### config.mk
export PLATFORM = sky130hd
export DESIGN_NAME = rgbw_pwm_gen
export DESIGN_NICKNAME = d
export VERILOG_FILES = /design/src/rtl/rgbw_pwm_gen.sv
export SDC_FILE = /design/constraint.sdc
export NUM_CORES = 1
export LEC_CHECK = 0
export ABC_CLOCK_PERIOD_IN_PS = 3710
export CORE_UTILIZATION = 40
export CTS_CLUSTER_DIAMETER = 40
export DETAILED_ROUTE_END_ITERATION = 8
export SETUP_SLACK_MARGIN = 0.4
export SLEW_MARGIN = 10
export SYNTH_ARGS = -nofsm -noshare
export SYNTH_HDL_FRONTEND = slang
export SYNTH_SLANG_ARGS = --single-unit
### constraint.sdc
create_clock -name clk -period 3.71 [get_ports clk]
set_clock_uncertainty 0.2 [all_clocks]
set_input_delay 0.371 -clock clk [delete_from_list [all_inputs] [get_ports clk]]
set_output_delay 0.371 -clock clk [all_outputs]
set_load 0.005 [all_outputs]
### src/rtl/rgbw_pwm_gen.sv
// -----------------------------------------------------------------------------
// rgbw_pwm_gen
//   Four-channel (R, G, B, W) PWM generator. It sits after the prescaler.
//   The prescaler level output clk_presc is edge-detected in the clk domain.
//   Each rising edge is one tick. A shared counter advances once per tick,
//   runs from 0 to 2^CNT_W-2 and then wraps to 0, so one period is
//   2^CNT_W-1 ticks. Duty d gives exactly d high ticks per period.
//   Duty writes land in shadow registers first. They become active only at
//   the period wrap, so a duty change never glitches a running period.
//
// Ports
//   clk            system clock (same clock as the prescaler)
//   reset          asynchronous, active-low reset
//   clk_presc      prescaler level; every rising edge is one tick
//   en             1 = run; 0 = counter held at 0 and all PWM outputs low
//   duty_r/g/b/w   requested duty per channel, captured on duty_load
//   duty_load      one-clk strobe: capture all four duties into shadow
//   update_pending shadow holds values that are not yet active
//   period_start   one-clk pulse on the edge where the counter wraps to 0
//   pwm_r/g/b/w    registered PWM outputs
// -----------------------------------------------------------------------------
module rgbw_pwm_gen #(
  parameter int CNT_W = 8
) (
  input  logic             clk,
  input  logic             reset,
  input  logic             clk_presc,
  input  logic             en,
  input  logic [CNT_W-1:0] duty_r,
  input  logic [CNT_W-1:0] duty_g,
  input  logic [CNT_W-1:0] duty_b,
  input  logic [CNT_W-1:0] duty_w,
  input  logic             duty_load,
  output logic             update_pending,
  output logic             period_start,
  output logic             pwm_r,
  output logic             pwm_g,
  output logic             pwm_b,
  output logic             pwm_w
);

  // The last count value before the wrap is 2^CNT_W-2.
  localparam logic [CNT_W-1:0] CNT_LAST = {{(CNT_W-1){1'b1}}, 1'b0};
  localparam logic [CNT_W-1:0] CNT_ONE  = {{(CNT_W-1){1'b0}}, 1'b1};

  // Channel index: 0 = R, 1 = G, 2 = B, 3 = W.
  logic [3:0][CNT_W-1:0] duty_in_s;
  logic [3:0][CNT_W-1:0] shadow_q;
  logic [3:0][CNT_W-1:0] shadow_d;
  logic [3:0][CNT_W-1:0] active_q;
  logic [3:0][CNT_W-1:0] active_d;
  logic [CNT_W-1:0]      cnt_q;
  logic [CNT_W-1:0]      cnt_d;
  logic [CNT_W-1:0]      cnt_nxt_s;
  logic [3:0]            pwm_q;
  logic [3:0]            pwm_d;
  logic                  presc_q;
  logic                  pend_q;
  logic                  pend_d;
  logic                  ps_q;
  logic                  ps_d;
  logic                  tick_s;
  logic                  wrap_s;

  assign duty_in_s = {duty_w, duty_b, duty_g, duty_r};

  // Next-state logic: tick detect, counter, shadow/active duties and PWM compare.
  always_comb begin
    tick_s    = clk_presc & ~presc_q;
    // A wrap needs en, because the counter is held at 0 while disabled.
    wrap_s    = en & tick_s & (cnt_q == CNT_LAST);
    cnt_nxt_s = wrap_s ? {CNT_W{1'b0}} : (cnt_q + CNT_ONE);

    shadow_d = shadow_q;
    active_d = active_q;
    pend_d   = pend_q;
    if (wrap_s) begin
      // If a load lands on the wrap edge, it bypasses the shadow.
      // The new duty is active for the period that starts now.
      if (duty_load) begin
        shadow_d = duty_in_s;
        active_d = duty_in_s;
      end else begin
        active_d = shadow_q;
      end
      pend_d = 1'b0;
    end else if (duty_load) begin
      shadow_d = duty_in_s;
      pend_d   = 1'b1;
    end else begin
      pend_d = pend_q;
    end

    cnt_d = cnt_q;
    pwm_d = pwm_q;
    if (!en) begin
      cnt_d = {CNT_W{1'b0}};
      pwm_d = 4'b0000;
    end else if (tick_s) begin
      cnt_d = cnt_nxt_s;
      // Compare against the post-wrap duty. A full-scale duty then stays
      // high straight across the period boundary.
      for (int i = 0; i < 4; i++) begin
        pwm_d[i] = (cnt_nxt_s < active_d[i]);
      end
    end else begin
      cnt_d = cnt_q;
    end

    ps_d = wrap_s;
  end

  // State registers with asynchronous active-low reset.
  always_ff @(posedge clk or negedge reset) begin
    if (!reset) begin
      presc_q  <= 1'b0;
      cnt_q    <= {CNT_W{1'b0}};
      shadow_q <= '0;
      active_q <= '0;
      pend_q   <= 1'b0;
      ps_q     <= 1'b0;
      pwm_q    <= 4'b0000;
    end else begin
      presc_q  <= clk_presc;
      cnt_q    <= cnt_d;
      shadow_q <= shadow_d;
      active_q <= active_d;
      pend_q   <= pend_d;
      ps_q     <= ps_d;
      pwm_q    <= pwm_d;
    end
  end

  assign update_pending = pend_q;
  assign period_start   = ps_q;
  assign pwm_r          = pwm_q[0];
  assign pwm_g          = pwm_q[1];
  assign pwm_b          = pwm_q[2];
  assign pwm_w          = pwm_q[3];

endmodule

==> impl_results.md <==
* Post-CTS Repair Setup Buffers at 0
* Total die area at 10100 µm²
* Input/output buffers at 42
* Routed wire length per instance at 14.3 µm
* Most common cell after layout, fill and taps aside: sky130_fd_sc_hd__dfrtp_1
* Type of the most critical hold path: input port to asynchronous set/reset pin
* Leakage at 2.31 nW
* Seq. cell area at 1980 µm²
* Number of violations of the max-capacitance limit at 0
* Post-Syn Area at 3890 µm²
* Number of cells upsized or downsized after cts at 0
* Layout cells sized above 1 at 14.7%
* Least-Margin Pin Slew at 979 ps
* Max_slew headroom at 34.7%
* Combined area of the multi-input logic cells at 1710 µm²
* Total number of cells along the worst setup path at 11
* Height of the die at 101 µm
* Crit path max fanout at 10
* Peak per-stage delay on the critical path at 440 ps
* Number of remaining DRC errors at 0
* Result of the run: complete, but fails checks
* Net count of the mapped netlist at 401
* Count of boundary I/O pins at 43
* Portion of the post-synthesis area used by sequential elements at 50.8%
* Crit path required time at 3770 ps
* Final Slew Violations at 0
* CTS tree: yes
* Global placement routability congestion at 0.816
* H-tree depth at 3
* Number of buffers inserted for hold repair after clock tree synthesis at 0
* Buffers plus inverters on the worst setup path at 2
* Detailed Routing Iterations Pass 1 at 4
* Area added between synthesis and finish at 20.8%
* Clock tree buffer depth at 2
* Setup WS post-layout at 720 ps
* Pin count of the biggest net entering global routing at 80
* Total global routing overflow at 0
* Filler cells at 868
* Most frequent cells in the layout: 79 x sky130_fd_sc_hd__dfrtp_1, 41 x sky130_fd_sc_hd__clkdlybuf4s50_1, 39 x sky130_fd_sc_hd__inv_1
* Data arrival time of the critical path at 3050 ps
* Final Total Pwr at 1.83 mW
* Top cell by count, worst path: sky130_fd_sc_hd__ha_1
* Ys Warns at 0
* Cell-by-cell listing of the critical path: inv_1 > ha_1 > nand3_1 > nor3_4 > buf_4 > mux2i_1 > ha_1 > a21o_1 > a211oi_1 > nand2_1 > o31ai_1
* First-pass GRT wire length at 12600 µm
* Upper clock frequency limit at 0.334 GHz
* Floorplan row count at 35
* GRT Resource Usage Total at 16.6%
* Hold Vio Cnt, Final at 42
* Worst setup timing slack at the placement stage at 400 ps
* Flops & latches, synth at 79
* Critical Setup Path Class: flip-flop to flip-flop
* Kind of launch point of the worst setup path: flip-flop
* Violated checks: hold timing
* Critical-path top delay cell: sky130_fd_sc_hd__dfrtp_1
* Distinct cells, synth at 34
* Starting Density at 41.7%
* Number of cells in the finished layout apart from fillers at 516
* Setup tns final at 0 ps
* Endpoint type of the worst setup path: flip-flop
* Die extent in x at 101 µm
* Worst Hold Slack at -42.4 ps
* Top delay family on crit path: compound AO/OA/AOI/OAI gates
* Per-cell via count in the routed design at 4.91
* Min Clock Period, post-route at 2990 ps
* Net count, final at 449
* Count of nets left with antenna violations after detail routing at 0
* Sink Count at 79
* Clock root buffer: sky130_fd_sc_hd__clkbuf_8
* Vias in the first global route at 2548
* Non-Filler Cell Area, Final at 4700 µm²
* Setup-violating endpoint count in the final report at 0
* Mean cell area of the mapped netlist at 11.7 µm²
* Setup repair after global routing missed its margin: false
* HPWL reported at the end of detailed placement at 5150 µm
* Cells after Synth at 334
* Clk pin slew, worst setup/hold paths at 80 ps
* Total detailed-routing wirelength at 7390 µm
* Initial drt markers at 91
* Worst vdd rail ir drop at 0.156 mV
* Clock insertion delay at the later pin of the skew report at 360 ps
* Final worst path period share at 80.6%
* Length in cells of the worst reg-to-reg path at 11
* Number of antenna violations at the first check in global routing at 0
* Diode insertion count for antenna repair at 0
* Area after DPL at 4480 µm²
* Inserted Clock Buffers at 9
* Inst Count DP at 500
* Ratio of total power to cell area at 390 nW/µm²
* Std-Cell Core Area at 9330 µm²
* Final core area utilization at 50.4%
* Vias after detailed routing at 2532
-- worst reg2reg max path: stages (launching register included) --
cell and delay (ps):
sky130_fd_sc_hd__dfrtp_1 440, sky130_fd_sc_hd__inv_1 100, sky130_fd_sc_hd__ha_1 160, sky130_fd_sc_hd__nand3_1 120, sky130_fd_sc_hd__nor3_4 200, sky130_fd_sc_hd__buf_4 240, sky130_fd_sc_hd__mux2i_1 330, sky130_fd_sc_hd__ha_1 300
sky130_fd_sc_hd__a21o_1 160, sky130_fd_sc_hd__a211oi_1 310, sky130_fd_sc_hd__nand2_1 90, sky130_fd_sc_hd__o31ai_1 250
-- layout make-up --
class                           instances  area share [%]
Sequential cell                        79            42.0
Multi-Input combinational cell        205            36.3
Timing Repair Buffer                   48            10.4
Tap cell                              129            3.43
Inverter                               39            3.11
Clock buffer                           11            3.01
Clock inverter                          5            1.73
-- per-layer routing --
metal | vias up | routed length, µm | track usage [%]
li1 | 1268 | - | -
met1 | 1209 | 3720 | 22.7
met2 | 40 | 3240 | 25.1
met3 | 15 | 249 | 3.88
met4 | 0 | 178 | 7.69
met5 | - | 0 | 0
-- power breakdown --
| part | internal, mW | switching (mW) | leakage [nW] |
|---|---|---|---|
| clock | 0.398 | 0.323 | 0.110 |
| combinational | 0.0998 | 0.0891 | 1.19 |
| sequential | 0.910 | 0.0154 | 1.01 |
| total | 1.41 | 0.428 | 2.31 |
-- flip-flops by register name, indices dropped and copies added, names as in the netlist --
name,cells
active_q,32
cnt_q,8
period_start,1
presc_q,1
pwm_q,4
shadow_q,32
update_pending,1
-- logic make-up after synthesis --
kind of cell,after synthesis,share of synthesized area [%]
mux,60,16.3
buf+inv,50,5.34
fa+ha+maj,30,9.65
simple gates,59,7.91
xor+xnor,6,1.35
compound gates,50,8.62
flops,79,50.8
-- synth_stat cells --
cell type | instances | share of area (%)
sky130_fd_sc_hd__xor2_1 | 1 | 0.23
sky130_fd_sc_hd__buf_2 | 7 | 0.90
sky130_fd_sc_hd__o31ai_1 | 5 | 0.96
sky130_fd_sc_hd__dfrtp_1 | 79 | 51
sky130_fd_sc_hd__a22o_1 | 1 | 0.23
sky130_fd_sc_hd__a21o_1 | 8 | 1.5
sky130_fd_sc_hd__a221oi_1 | 4 | 0.90
sky130_fd_sc_hd__clkbuf_1 | 1 | 0.096
sky130_fd_sc_hd__mux2i_1 | 32 | 8.2
sky130_fd_sc_hd__a21oi_1 | 12 | 1.5
sky130_fd_sc_hd__xnor2_1 | 5 | 1.1
sky130_fd_sc_hd__a32oi_1 | 4 | 0.90
sky130_fd_sc_hd__and4_1 | 1 | 0.23
sky130_fd_sc_hd__o21ai_0 | 8 | 1.0
sky130_fd_sc_hd__nor3_4 | 1 | 0.42
sky130_fd_sc_hd__nand2b_1 | 1 | 0.16
sky130_fd_sc_hd__nand4_2 | 1 | 0.32
sky130_fd_sc_hd__a211oi_1 | 5 | 0.96
sky130_fd_sc_hd__nor2_1 | 15 | 1.4
sky130_fd_sc_hd__buf_4 | 3 | 0.58
sky130_fd_sc_hd__o311ai_0 | 1 | 0.23
sky130_fd_sc_hd__nand3b_2 | 1 | 0.29
sky130_fd_sc_hd__mux2_2 | 28 | 8.1
sky130_fd_sc_hd__or2_2 | 4 | 0.64
sky130_fd_sc_hd__a31oi_1 | 2 | 0.32
sky130_fd_sc_hd__inv_1 | 39 | 3.8
sky130_fd_sc_hd__and2_1 | 1 | 0.16
sky130_fd_sc_hd__nand2_1 | 11 | 1.1
sky130_fd_sc_hd__nor3_1 | 2 | 0.26
sky130_fd_sc_hd__and3b_1 | 1 | 0.23
sky130_fd_sc_hd__and3_1 | 1 | 0.16
sky130_fd_sc_hd__ha_1 | 30 | 9.6
sky130_fd_sc_hd__nand3_1 | 16 | 2.1
sky130_fd_sc_hd__or3_1 | 3 | 0.48
-- path summary, 6_finish.rpt --
kind                       slack, ps   startpoint      endpoint
min                              -40        reset  shadow_q[13]
max                              720     cnt_q[0]      pwm_q[1]
max reg2reg                      720     cnt_q[0]      pwm_q[1]
min reg2reg                      290  active_q[2]   active_q[2]
max in group asynchronous       2710        reset  shadow_q[16]
min in group clk                 290  active_q[2]   active_q[2]
Power figures use the tool's default switching activity.
